$ cat config.mk
export PLATFORM = sky130hd
export DESIGN_NAME = param_controller_fsm
export DESIGN_NICKNAME = d
export VERILOG_FILES = /design/src/rtl/ctrl_pkg.sv /design/src/rtl/ctrl_wait_timer.sv /design/src/rtl/param_controller_fsm.sv
export SDC_FILE = /design/constraint.sdc
export NUM_CORES = 1
export LEC_CHECK = 0
export ABC_AREA = 1
export ABC_CLOCK_PERIOD_IN_PS = 1630
export CAP_MARGIN = 5
export CORE_UTILIZATION = 30
export CTS_CLUSTER_SIZE = 16
export DETAILED_ROUTE_END_ITERATION = 6
export SYNTH_ARGS = -nofsm -noshare
export SYNTH_HDL_FRONTEND = slang
export SYNTH_SLANG_ARGS = --single-unit
$ cat constraint.sdc
create_clock -name Clk -period 1.63 [get_ports Clk]
set_input_delay 0.326 -clock Clk [delete_from_list [all_inputs] [get_ports Clk]]
set_output_delay 0.326 -clock Clk [all_outputs]
set_load 0.1 [all_outputs]
$ cat src/rtl/ctrl_pkg.sv
// Shared definitions for the parameterised controller: state codes, opcodes
// and ALU operation selects.
package ctrl_pkg;

    typedef enum logic [3:0] {
        S_NOOP   = 4'b0000,
        S_STORE  = 4'b0001,
        S_LOAD_A = 4'b0010,
        S_ALU    = 4'b0011,
        S_HALT   = 4'b0101,
        S_LOAD_B = 4'b0110,
        S_JUMP   = 4'b0111,
        S_INIT   = 4'b1000,
        S_FAULT  = 4'b1001,
        S_DECODE = 4'b1100,
        S_FETCH  = 4'b1111
    } state_t;

    localparam logic [3:0] OP_NOOP  = 4'd0;
    localparam logic [3:0] OP_STORE = 4'd1;
    localparam logic [3:0] OP_LOAD  = 4'd2;
    localparam logic [3:0] OP_ADD   = 4'd3;
    localparam logic [3:0] OP_SUB   = 4'd4;
    localparam logic [3:0] OP_HALT  = 4'd5;
    localparam logic [3:0] OP_JMP   = 4'd6;
    localparam logic [3:0] OP_JZ    = 4'd7;

    localparam logic [2:0] ALU_PASS = 3'b000;
    localparam logic [2:0] ALU_ADD  = 3'b001;
    localparam logic [2:0] ALU_SUB  = 3'b010;

endpackage

$ cat src/rtl/ctrl_wait_timer.sv
// Counts data-memory wait cycles; expired flags the wait cycle that would
// bring the count up to WAIT_MAX.
module ctrl_wait_timer #(
    parameter int WAIT_MAX = 15
) (
    input  logic Clk,
    input  logic Rst,
    input  logic clr,
    input  logic en,
    output logic expired
);

    localparam logic [7:0] LAST = 8'(WAIT_MAX - 1);

    logic [7:0] count;

    always_ff @(posedge Clk) begin
        if (!Rst || clr)
            count <= '0;
        else if (en)
            count <= count + 8'd1;
    end

    assign expired = en && (count == LAST);

endmodule

$ cat src/rtl/param_controller_fsm.sv
// Multi-cycle instruction controller: fetch/decode/execute sequencing with a
// bounded wait on data memory that traps into FAULT on timeout.
module param_controller_fsm
    import ctrl_pkg::*;
#(
    parameter int RF_ADDR_W = 4,
    parameter int DADDR_W   = 8,
    parameter int IW        = 16,
    parameter int WAIT_MAX  = 15
) (
    input  logic                 Clk,
    input  logic                 Rst,
    input  logic [IW-1:0]        instruction,
    input  logic                 ALUZero,
    input  logic                 DReady,
    input  logic                 Resume,
    output logic [2:0]           ALUSelect,
    output logic [DADDR_W-1:0]   DAddr,
    output logic                 DReq,
    output logic                 DWrite,
    output logic                 IRLd,
    output logic                 PCClr,
    output logic                 PCUp,
    output logic                 PCLd,
    output logic [DADDR_W-1:0]   PCLdAddr,
    output logic [RF_ADDR_W-1:0] RFAReadAddr,
    output logic [RF_ADDR_W-1:0] RFBReadAddr,
    output logic [RF_ADDR_W-1:0] RFWriteAddr,
    output logic                 RFWriteEnable,
    output logic                 RFSelect,
    output logic                 Fault,
    output logic [3:0]           CurrentStateOut,
    output logic [3:0]           NextStateOut
);

    if (IW < 4 + DADDR_W + RF_ADDR_W) begin : gBadIwMem
        $error("IW too small for opcode + data address + register address");
    end
    if (IW < 4 + 3 * RF_ADDR_W) begin : gBadIwAlu
        $error("IW too small for opcode + three register addresses");
    end
    if (WAIT_MAX < 1 || WAIT_MAX > 255) begin : gBadWait
        $error("WAIT_MAX must be within 1..255");
    end

    logic [3:0] state;
    logic [3:0] nextState;
    logic [3:0] opcode;
    logic       waitExpired;
    logic       inAccess;

    assign opcode   = instruction[IW-1 -: 4];
    assign inAccess = (state == S_LOAD_A) || (state == S_STORE);

    ctrl_wait_timer #(.WAIT_MAX(WAIT_MAX)) uWaitTimer (
        .Clk     (Clk),
        .Rst     (Rst),
        .clr     (!inAccess),
        .en      (DReq && !DReady),
        .expired (waitExpired)
    );

    always_ff @(posedge Clk) begin
        if (!Rst)
            state <= S_INIT;
        else
            state <= nextState;
    end

    // Ready takes priority over the timeout on the final allowed wait cycle.
    always_comb begin
        nextState = S_INIT;
        case (state)
            S_INIT:   nextState = S_FETCH;
            S_FETCH:  nextState = S_DECODE;
            S_DECODE: begin
                case (opcode)
                    OP_NOOP:         nextState = S_NOOP;
                    OP_STORE:        nextState = S_STORE;
                    OP_LOAD:         nextState = S_LOAD_A;
                    OP_ADD, OP_SUB:  nextState = S_ALU;
                    OP_HALT:         nextState = S_HALT;
                    OP_JMP:          nextState = S_JUMP;
                    OP_JZ:           nextState = ALUZero ? S_JUMP : S_NOOP;
                    default:         nextState = S_NOOP;
                endcase
            end
            S_NOOP:   nextState = S_FETCH;
            S_LOAD_A: nextState = DReady ? S_LOAD_B : (waitExpired ? S_FAULT : S_LOAD_A);
            S_LOAD_B: nextState = S_FETCH;
            S_STORE:  nextState = DReady ? S_FETCH : (waitExpired ? S_FAULT : S_STORE);
            S_ALU:    nextState = S_FETCH;
            S_JUMP:   nextState = S_FETCH;
            S_HALT:   nextState = Resume ? S_FETCH : S_HALT;
            S_FAULT:  nextState = S_FAULT;
            default:  nextState = S_INIT;
        endcase
    end

    always_comb begin
        ALUSelect     = ALU_PASS;
        DAddr         = '0;
        DReq          = 1'b0;
        DWrite        = 1'b0;
        IRLd          = 1'b0;
        PCClr         = 1'b0;
        PCUp          = 1'b0;
        PCLd          = 1'b0;
        PCLdAddr      = '0;
        RFAReadAddr   = '0;
        RFBReadAddr   = '0;
        RFWriteAddr   = '0;
        RFWriteEnable = 1'b0;
        RFSelect      = 1'b0;
        Fault         = 1'b0;
        case (state)
            S_INIT:  PCClr = 1'b1;
            S_FETCH: begin
                PCUp = 1'b1;
                IRLd = 1'b1;
            end
            S_LOAD_A, S_LOAD_B: begin
                DReq          = (state == S_LOAD_A);
                RFWriteEnable = (state == S_LOAD_B);
                RFSelect      = 1'b1;
                DAddr         = instruction[IW-5 -: DADDR_W];
                RFWriteAddr   = instruction[RF_ADDR_W-1:0];
            end
            S_STORE: begin
                DReq        = 1'b1;
                DWrite      = 1'b1;
                RFAReadAddr = instruction[IW-5 -: RF_ADDR_W];
                DAddr       = instruction[DADDR_W-1:0];
            end
            S_ALU: begin
                RFAReadAddr   = instruction[IW-5 -: RF_ADDR_W];
                RFBReadAddr   = instruction[IW-5-RF_ADDR_W -: RF_ADDR_W];
                RFWriteAddr   = instruction[RF_ADDR_W-1:0];
                RFWriteEnable = 1'b1;
                if (opcode == OP_ADD)
                    ALUSelect = ALU_ADD;
                else if (opcode == OP_SUB)
                    ALUSelect = ALU_SUB;
            end
            S_JUMP: begin
                PCLd     = 1'b1;
                PCLdAddr = instruction[DADDR_W-1:0];
            end
            S_FAULT: Fault = 1'b1;
            default: ;
        endcase
    end

    assign CurrentStateOut = state;
    assign NextStateOut    = nextState;

endmodule

# Word level (Yosys, flattened, before mapping)
# Index checks and enable logic that the tools add are counted.
# totals
ff_bits	12
latch_bits	0
ram_bits	0
mem_bits_ro	0
out_inout_bits	48
word_cells	58
n_memories	0
# op_classes
add_sub_neg	1
multipliers	0
div	0
magnitude_cmp	0
eq_ne	18
n_shift	0
mux	24
bitwise_logic	0
n_reduce_logical	13
# op_table
op	count
$mux 4	8
$eq 4x3->1 const B	7
$pmux 4 s7	1
$pmux 3 s6	1
$eq 4x2->1 const B	4
$eq 4x4->1 const B	4
$pmux 8 s2	1
$add 8x1->8 const B	1
$eq 4x1->1 const B	2
$eq 8x4->1 const B	1
$mux 8	1
$mux 1	6
$mux 2	3
$reduce_or 2->1	3
$reduce_or 5->1	1
$logic_not 4->1	1
$pmux 1 s2	2
$logic_not 1->1	3
$mux 3	1
$reduce_or 3->1	1
$logic_and 1x1->1	2
$logic_or 1x1->1	2

# Logic depth before layout (Yosys ltp)
# Gate-level depths: netlist (run 1).
# depth
word_depth	8
depth_mapped	10

# Hierarchy
# From an unflattened synthesis (run 1), not the netlist that was laid out.
# unflattened
hier_cells	213
hier_area_um2	1134.8
# by_module_without_submodules
module	n_inst	cells_per_inst	area_per_inst_um2
param_controller_fsm	1	155	719.4
ctrl_wait_timer	1	58	415.4

# Worst setup path after synthesis (run 1)
# OpenSTA, ideal clock, no wires.
# synth_timing
kind	reg-to-output
startpoint	reg state[2], in the netlist CurrentStateOut[2]
endpoint	out PCLdAddr[0]
t_arrival_ps	4349
t_required_ps	1304
setup_slack_ps	-3045
stages_incl_launch_ff	5
path_buffers	0
path_cell_list	dfxtp_1 nand2_1 nor2_1 inv_1 nor2_1
# synth_between
elab_chain_cells	2
# synth_rtl
element	line	text
start: declaration	param_controller_fsm.sv:46	logic [3:0] state;
start signal: assignment	param_controller_fsm.sv:67	state <= nextState;
$eq 4x3->1	param_controller_fsm.sv:116	case (state)
$mux 8	param_controller_fsm.sv:116	
end: declaration	param_controller_fsm.sv:25	output logic [DADDR_W-1:0] PCLdAddr,
# Every way passes these cells.

# Worst setup path after layout (run 1)
# layout_timing
startpoint	reg state[2], in the netlist CurrentStateOut[2]
endpoint	out NextStateOut[1]
# layout_between
elab_chain_cells	8
word_cells_on_any_way	19
classes_between	eq/ne (10); mux (4); reduce/logical (5)
# layout_rtl
element	line	text
$eq 4x2->1 / $eq 4x3->1 (equally long branches)	param_controller_fsm.sv:73, param_controller_fsm.sv:116, param_controller_fsm.sv:123	
$reduce_or 2->1	param_controller_fsm.sv:116	
$pmux 1 s2	param_controller_fsm.sv:116	
$logic_and 1x1->1	param_controller_fsm.sv:59	.en (DReq && !DReady),
$logic_and 1x1->1	ctrl_wait_timer.sv:24	assign expired = en && (count == LAST);
$mux 4 (2 in series)	param_controller_fsm.sv:89	S_LOAD_A: nextState = DReady ? S_LOAD_B : (waitExpired ? S_FAULT : S_LOAD_A);
$pmux 4 s7 (*)	param_controller_fsm.sv:73	case (state)
end: declaration	param_controller_fsm.sv:33	output logic [3:0] NextStateOut
# Mark *: on every way between the ends. The rest lies on a longest branch, timed or not.

==> results of run 1 <==
## cells by family after synthesis
| group | Yosys count | synth area share (%) |
|---|---|---|
| DFF | 12 | 19.28 |
| AOI/OAI and AO/OA | 21 | 12.85 |
| other | 1 | 0.3009 |
| adders and majority gates | 2 | 2.008 |
| buffers and inverters | 51 | 17.47 |
| xor gates and xnor gates | 5 | 3.515 |
| and+or+nand+nor | 125 | 44.58 |
## cells in the mapped netlist
cell and instances:
nand2_1 54, nor2_1 43, inv_1 40, dfxtp_1 12, nand3_1 12, a21oi_2 8, o22ai_1 8, inv_2 5
nand2_4 4, nor2_2 4, buf_4 3, xnor2_1 3, ha_1 2, nand4_1 2, nor2_4 2, nor3_1 2
xor2_1 2, a21oi_1 1, a21oi_4 1, buf_6 1, conb_1 1, inv_4 1, inv_6 1, nand3_2 1
nor4_1 1, o21ai_0 1, o21ai_1 1, o21ai_2 1
## critical path, stage by stage (launching register included)
cell and delay, ns:
dfxtp_4 0.38, nor2_4 0.26, nand2_4 0.13, buf_4 0.16
nand2_1 0.07, nor2_1 0.04, nand3_1 0.14, nor2_4 0.07
inv_2 0.07, buf_12 0.16
## per-layer routing
layer / vias to the layer above / global-route usage [%] / wire [µm]
li1: 917 / - / -
met4: 0 / 9.574 / 146
met5: - / 0 / 0
met1: 879 / 30.11 / 2249
met2: 75 / 50.64 / 3621
met3: 16 / 1.884 / 201
## power by group through the flow
stage	clock, W	sequential [W]	combinational (W)
global route	0.000304	0.000507	0.00536
floorplan	0	0.000841	0.00257
global placement	0	0.000480	0.00464
detailed placement	0	0.000483	0.00468
finish	0.000290	0.000500	0.00521
CTS	0.000292	0.000476	0.00485
## registers in the layout (all words and copies together) (netlist names)
name              flops
uWaitTimer.count      8
CurrentStateOut       4
## through the flow
stage	setup slack [ns]	power (W)	hold WS [ns]
2_1_floorplan	-1.053	0.003409	0.4096
3_3_place_gp	-0.4294	0.005120	0.4984
3_5_place_dp	-0.4567	0.005161	0.5164
4_1_cts	-0.3048	0.005621	0.5321
5_1_grt	-0.4534	0.006169	0.5839
6_report	-0.4049	0.006004	0.5492
## path summary, 6_finish.rpt
kind | startpoint | end | slack (ns) | depth (start not counted)
setup reg to reg | CurrentStateOut[2] | uWaitTimer.count[7] | 0.11 | 7
setup / recovery | CurrentStateOut[2] | NextStateOut[1] | -0.40 | 9
hold reg to reg | uWaitTimer.count[1] | uWaitTimer.count[1] | 0.55 | 2
hold / removal | uWaitTimer.count[1] | uWaitTimer.count[1] | 0.55 | 2
## timing repair
| action | in CTS | in global routing |
|---|---|---|
| resized for setup | 29 | 24 |
| setup buffers | 10 | 11 |
| pin swaps | 15 | 16 |
| endpoints found under the setup margin | 42 | 43 |
## area by class of cell
type,count,area [µm²],share of cell area (%)
Clock buffer,4,45.04,1.264
Inverter,47,241.5,6.779
Sequential cell,12,255.2,7.165
Multi-Input combinational cell,154,1260,35.37
Tap cell,50,62.56,1.756
Timing Repair Buffer,126,1698,47.66
==> run summary, run 1 <==
Final HPWL DP - 4.057 mm
Finish-stage setup viols - 43
Port bufs - 67
Final Hold Viols - 0
Ranking of synthesized cells by area - dfxtp_1 19%, nand2_1 16%, nor2_1 13%
Hold Path Class - flop to flop
CP Launch Type - flop
Filler cells - 191
Clk_skew - 0.006840 ns
Synth-to-layout area growth - 185.8%
Net Sw Power - 0.003538 W
Dpl cell area - 3228 µm²
# Max-Cap Violations - 0
H-tree depth - 1
Crit path time final - 2.035 ns
Die area - 4416 µm²
GPL Wtd Cong - 0.8148
Syn Nets - 240
Leading area contributor after synthesis - dfxtp_1
Pin count of the biggest net entering global routing - 10
Cell Int Power - 0.002466 W
Layout Nets - 367
Post-Syn Area per Cell - 5.743 µm²
Post-Syn Instances - 217
Clock root cell - clkbuf_8
Yosys reg bits - 12
Antenna fix cells - 0
Peak supply drop - 1718 µV
Total CTS buffers - 3
Static Leakage - 1.552 nW
Layout cells sized above 1 - 61.81%
Period utilization - 124.8%
CTS tree - built
CP max FO - 6
Final WL - 6.219 mm
Chip Height - 66.45 µm
Die W - 66.45 µm
GRT overflow - 0
Data arrival time of the worst path - 1.71 ns
Routed Antenna Nets - 0
DRT iter0 DRCs - 73
Antenna violations before repair - 0
Pins Over Slew Limit - 0
Hold buffers post-CTS - 0
Sw frac - 58.93%
Util after Layout - 89.05%
Failing checks - setup timing
Total track usage - 26.43%
# IOs - 69
Drt pass-1 iters - 4
Placed cell count - 374
Design Area, Final - 3562 µm²
Commonest non-fill, non-tap cell in the layout - buf_12
Cell Pwr Density - 1685 nW/µm²
Worst-Skew Late Latency - 0.24 ns
Post-synth cell types - 28
Outcome - finished, violations left
Ys Warns - 0
Critical path class - flop to primary output
Initial Util - 31.15%
First-pass GRT wire length - 8.728 mm
CTS sink cnt - 12
Final std cells w/o fill - 393
Setup TNS - -10.72 ns
CP required - 1.30 ns
Clock-pin slew on the worst setup and hold paths - 0.05 ns
Clock network power share - 4.8%
Gate power share - 86.8%
Share of the synthesized area in the top cell type - 19.28%
Crit path capture type - primary output
Register area share after synthesis - 19.28%
Fmax - 491.4 MHz
DR vias/cell - 4.802
Rows - 23
Fin worst setup slack - -0.4049 ns
Most frequent cells in the layout - 52 x buf_12, 43 x nand2_1, 40 x buf_4
Drt wl/cell - 15.82 µm
Max Buffers Root-to-Sink - 2
Post-Synthesis Cell Area - 1246 µm²
RSZ-0062 raised after global routing - true
Core region area - 4000 µm²
Fraction of power consumed by sequential logic - 8.3%
Vias - 1,887
DRC viols - 0
Number of global-route vias before repair - 1,789
(Power assumes the default switching activity.)
==> run 2: changes to the inputs <==
--- a/config.mk
+++ b/config.mk
@@ -5,12 +5,14 @@
 export SDC_FILE = /design/constraint.sdc
 export NUM_CORES = 1
 export LEC_CHECK = 0
-export ABC_AREA = 1
 export ABC_CLOCK_PERIOD_IN_PS = 1630
 export CAP_MARGIN = 5
-export CORE_UTILIZATION = 30
+export CELL_PAD_IN_SITES_DETAIL_PLACEMENT = 1
+export CELL_PAD_IN_SITES_GLOBAL_PLACEMENT = 1
+export CORE_UTILIZATION = 25
 export CTS_CLUSTER_SIZE = 16
 export DETAILED_ROUTE_END_ITERATION = 6
+export PLACE_DENSITY_LB_ADDON = 0.1
 export SYNTH_ARGS = -nofsm -noshare
 export SYNTH_HDL_FRONTEND = slang
 export SYNTH_SLANG_ARGS = --single-unit
==> run 2 against run 1 <==
Effect of this change: the run now fails in clock tree synthesis; synthesized cell count shrank 28%; area after synthesis shrank 5.9%.
==> run summary, run 2 <==
Chip Height - 70.48 µm (+6.1%)
Post-synthesis mux area share - 0% (unchanged)
Outcome - did not finish
Rows - 24 (+4.3%)
Final HPWL DP - 5.434 mm (+34%)
# IOs - 69 (unchanged)
Synth Area in Simple Gates - 45.25% (+0.67 points)
Post-Syn Area per Cell - 7.515 µm² (+31%)
Compound-Gate Fraction of Synth Area - 18.68% (+5.8 points)
Ys Warns - 0 (unchanged)
GPL Wtd Cong - 0.8534 (+4.7%)
Register area share after synthesis - 20.49% (+1.2 points)
Synth Area in Adders - 2.134% (+0.13 points)
Syn Nets - 179 (-25%)
Yosys reg bits - 12 (unchanged)
CTS sink cnt - 12 (unchanged)
Exit stage - clock tree synthesis
Ranking of synthesized cells by area - dfxtp_1 20%, and2_1 9.6%, a22o_1 6.0%
Post-CTS Setup Bufs - 26 (+16)
XOR/XNOR Fraction of Synth Area - 6.724% (+3.2 points)
Port bufs - 67 (unchanged)
Post-synth cell types - 42 (+50%)
Main combinational cell family by area after synthesis - simple AND/OR/NAND/NOR gates
Post-Syn Instances - 156 (-28%)
Post-CTS sizing - 68 (+130%)
Synth cell count leaders - 18 x and2_1, 16 x nor2_1, 12 x dfxtp_1, 9 x nand2_1
Share of the synthesized area in the top cell type - 20.49% (+1.2 points)
Leading area contributor after synthesis - dfxtp_1
Die W - 70.48 µm (+6.1%)
Synth Flop Type - dfxtp_1
Post-synth EDFFs - 0 (unchanged)
Run Error - [ERROR DPL-0033] detailed placement checks failed during check placement.
Top-count cell post-synth - and2_1
Total CTS buffers - 3 (unchanged)
Pre-CTS setup slack - -0.7020 ns (-0.2453 ns)
Max Buffers Root-to-Sink - 2 (unchanged)
Post-Synthesis Cell Area - 1172 µm² (-5.9%)
Initial Util - 26.38% (-4.8 points)
Hold buffers post-CTS - 0 (unchanged)
Ys async rst share - 0% (unchanged)
H-tree depth - 1 (unchanged)
Clock root cell - clkbuf_8
-- run 2: changes by cell type after synthesis, sizes merged, moves of 7 or more --
cell	previous run	this run
a22o	0	8
and2	0	18
inv	47	5
nand2	58	9
nand3	13	5
nor2	49	16
o22ai	8	1
-- run 2: cell families after synthesis --
| family | after synthesis |
|---|---|
| AND/OR/NAND/NOR | 86 |
| AO/OA/AOI/OAI | 31 |
| buffers and inverters | 15 |
| flip-flops | 12 |
| XOR/XNOR | 9 |
| adder cells (fa/ha/maj) | 2 |
| other | 1 |
-- run 2: through the flow --
stage | std cells | hold WS (ns) | instance area, µm² | TNS [ns]
detailed placement | 318 | 0.6092 | 3109 | -6.711
global placement | 318 | 0.5691 | 3109 | -5.140
floorplan | 156 | 0.3971 | 1624 | -21.02
==> run 3: changes to the inputs <==
--- a/config.mk
+++ b/config.mk
@@ -7,12 +7,9 @@
 export LEC_CHECK = 0
 export ABC_CLOCK_PERIOD_IN_PS = 1630
 export CAP_MARGIN = 5
-export CELL_PAD_IN_SITES_DETAIL_PLACEMENT = 1
-export CELL_PAD_IN_SITES_GLOBAL_PLACEMENT = 1
-export CORE_UTILIZATION = 25
-export CTS_CLUSTER_SIZE = 16
+export CORE_UTILIZATION = 20
 export DETAILED_ROUTE_END_ITERATION = 6
-export PLACE_DENSITY_LB_ADDON = 0.1
+export PLACE_DENSITY_LB_ADDON = 0.15
 export SYNTH_ARGS = -nofsm -noshare
 export SYNTH_HDL_FRONTEND = slang
 export SYNTH_SLANG_ARGS = --single-unit
==> run 3 against run 2 <==
Effect of this change: the flow now finishes, with violations (setup timing); synthesized cell count did not move; area after synthesis did not move.
==> run summary, run 3 <==
Clk_skew - 0.001758 ns
Ys async rst share - 0% (unchanged)
Antenna violations before repair - 0
Chip Height - 78.56 µm (+11%)
CP max FO - 2
Placed cell count - 339 (+6.6%)
CP bufs+invs - 1
Share of the synthesized area in the top cell type - 20.49% (unchanged)
Hold Path Class - flop to flop
# IOs - 69 (unchanged)
Critical R2R Launch - CurrentStateOut[1]
Worst Hold End - uWaitTimer.count[7]
Setup TNS - -9.864 ns
Clock network power share - 5.3%
Die area - 6172 µm²
Gate power share - 87.1%
Crit path time final - 2.242 ns
Failing checks - setup timing
Clock-pin slew on the worst setup and hold paths - 0.05 ns
Post-Synthesis Cell Area - 1172 µm² (unchanged)
Period utilization - 137.6%
Commonest non-fill, non-tap cell in the layout - buf_12
DR vias/cell - 4.585
R2R setup slack - -0.08 ns
Hold buffers post-CTS - 0 (unchanged)
Rows - 27 (+13%)
Max Buffers Root-to-Sink - 2 (unchanged)
Synth-to-layout area growth - 219.5%
Fraction of power consumed by sequential logic - 7.7%
Vias - 1,701
Die W - 78.56 µm (+11%)
RSZ-0062 raised after global routing - true
Final Hold Viols - 0
Drt pass-1 iters - 4
Outcome - finished, violations left
Crit path capture type - primary output
Pins Over Slew Limit - 0
Syn Nets - 179 (unchanged)
Pin count of the biggest net entering global routing - 10
Ys Warns - 0 (unchanged)
CP Launch Type - flop
Total track usage - 17.09%
GPL Wtd Cong - 0.8354 (-2.1%)
Layout cells sized above 1 - 73.24%
First-pass GRT wire length - 8.418 mm
Pre-CTS setup slack - -0.6538 ns (+0.04817 ns)
DRT iter0 DRCs - 48
Synth cell count leaders - 18 x and2_1, 16 x nor2_1, 12 x dfxtp_1, 9 x nand2_1
# Max-Cap Violations - 0
Cell Pwr Density - 1687 nW/µm²
Overall power - 0.006319 W
Cell Int Power - 0.003014 W
CTS tree - built
Post-Syn Area per Cell - 7.515 µm² (unchanged)
Delay-heaviest family, CP - simple AND/OR/NAND/NOR gates
Initial Util - 21.03% (-5.3 points)
Min-delay src - uWaitTimer.count[7]
Top-count cell post-synth - and2_1
Routed Antenna Nets - 0
CP required - 1.30 ns
H-tree depth - 1 (unchanged)
Peak supply drop - 1912 µV
Final std cells w/o fill - 371
Leading area contributor after synthesis - dfxtp_1
Dpl cell area - 3167 µm² (+1.9%)
Final WL - 5.518 mm
Worst-Skew Late Latency - 0.25 ns
Design Area, Final - 3746 µm²
Drt wl/cell - 14.87 µm
Finish-stage setup viols - 44
Sw frac - 52.31%
Largest Register - uWaitTimer.count
Post-synth cell types - 42 (unchanged)
Register area share after synthesis - 20.49% (unchanged)
Total CTS buffers - 3 (unchanged)
Core region area - 5574 µm²
Worst r2r path cells - 8
Max stage delay on crit path - 0.55 ns
Ordered cell list for the critical path - or3_4 -> nor3_4 -> nor3_2 -> or4_4 -> buf_12
Max reg flops - 8
GRT overflow - 0
Port bufs - 67 (unchanged)
Reg2reg end - uWaitTimer.count[7]
CTS sink cnt - 12 (unchanged)
Number of global-route vias before repair - 1,701
Data arrival time of the worst path - 1.92 ns
Fmax - 446.0 MHz
Post-synth EDFFs - 0 (unchanged)
Post-Syn Instances - 156 (unchanged)
Ranking of synthesized cells by area - dfxtp_1 20%, and2_1 9.6%, a22o_1 6.0%
Critical-path top delay cell - or4_4
Layout Nets - 323
Yosys reg bits - 12 (unchanged)
DRC viols - 0
Most frequent cells in the layout - 52 x buf_12, 47 x buf_4, 21 x buf_6
Static Leakage - 1.595 nW
Critical path class - flop to primary output
Clock root cell - clkbuf_8
Fin worst setup slack - -0.6122 ns
Final HPWL DP - 3.978 mm (-27%)
Antenna fix cells - 0
Synth Flop Type - dfxtp_1
Net Sw Power - 0.003305 W
Hold depth - 3
==> run 3: cell counts after synthesis <==
No cell type changed its count.
==> run 3: repair_timing <==
action | CTS | global route
endpoints found under the setup margin | 44 | 44
gates resized for setup | 55 | 28
gates cloned | 2 | 1
setup buffers | 13 | 20
pin swaps | 27 | 28
==> run 3: worst max-delay path by stage <==
| stage | startpoint | to | slack [ns] | cells after the start |
|---|---|---|---|---|
| 2_1_floorplan | CurrentStateOut[0] | PCLdAddr[0] | -0.93 | 4 |
| 3_3_place_gp | DReady | NextStateOut[1] | -0.62 | 6 |
| 3_5_place_dp | DReady | NextStateOut[1] | -0.65 | 6 |
| 4_1_cts | uWaitTimer.count[7] | NextStateOut[1] | -0.64 | 5 |
| 5_1_grt | Resume | NextStateOut[1] | -0.67 | 6 |
| 6_report | uWaitTimer.count[5] | NextStateOut[1] | -0.61 | 5 |
==> run 3: logic make-up after synthesis <==
kind of cell | count (synthesis) | share of synthesized area, %
AND/OR/NAND/NOR | 86 | 45.25
AO/OA/AOI/OAI | 31 | 18.68
buffers and inverters | 15 | 6.403
flip-flops | 12 | 20.49
XOR/XNOR | 9 | 6.724
adder cells (fa/ha/maj) | 2 | 2.134
other | 1 | 0.3199
==> run 3: layout make-up <==
cell class                      instances  area (µm²)
Timing Repair Buffer                  149        1991
Fill cell                             409        1828
Multi-Input combinational cell        129        1331
Sequential cell                        12       257.7
Tap cell                               72       90.09
Clock buffer                            4       55.05
Inverter                                5       21.27
==> run 3: power groups by stage <==
stage / sequential [W] / clock, W / combinational [W]
2_1_floorplan: 0.000737 / 0 / 0.00273
3_3_place_gp: 0.000482 / 0 / 0.00451
3_5_place_dp: 0.000482 / 0 / 0.00453
4_1_cts: 0.000479 / 0.000346 / 0.00507
5_1_grt: 0.000495 / 0.000357 / 0.00569
6_report: 0.000485 / 0.000332 / 0.00550
==> run 3: metal layers <==
layer  up-vias  GRT usage (%)  share of wire (%)
li1        840              -                  -
met1       790          21.79                 43
met2        63          30.61                 51
met3         8          1.977                5.2
met4         0          3.333                1.2
met5         -              0                  0
==> run 3: worst register-to-register path: stages (launching register included) <==
cell       delay, ns
dfxtp_4         0.42
buf_6           0.15
clkbuf_16       0.13
buf_8           0.11
buf_6           0.10
xor2_2          0.15
nand3_1         0.10
or3_1           0.37
a21oi_1         0.12
==> run 3: through the flow <==
step           util (%)  hold WS [ns]
2_1_floorplan         -        0.3971
3_3_place_gp      56.81        0.5800
3_5_place_dp      56.81        0.5888
4_1_cts           63.55        0.6029
5_1_grt           67.21        0.6328
6_report          67.21        0.6106
==> run 4: changes to the inputs <==
--- a/config.mk
+++ b/config.mk
@@ -9,6 +9,7 @@
 export CAP_MARGIN = 5
 export CORE_UTILIZATION = 20
 export DETAILED_ROUTE_END_ITERATION = 6
+export GPL_ROUTABILITY_DRIVEN = 1
 export PLACE_DENSITY_LB_ADDON = 0.15
 export SYNTH_ARGS = -nofsm -noshare
 export SYNTH_HDL_FRONTEND = slang
==> results of run 4 <==
The final DEF is identical to that of run 3; final timing and power are the same.
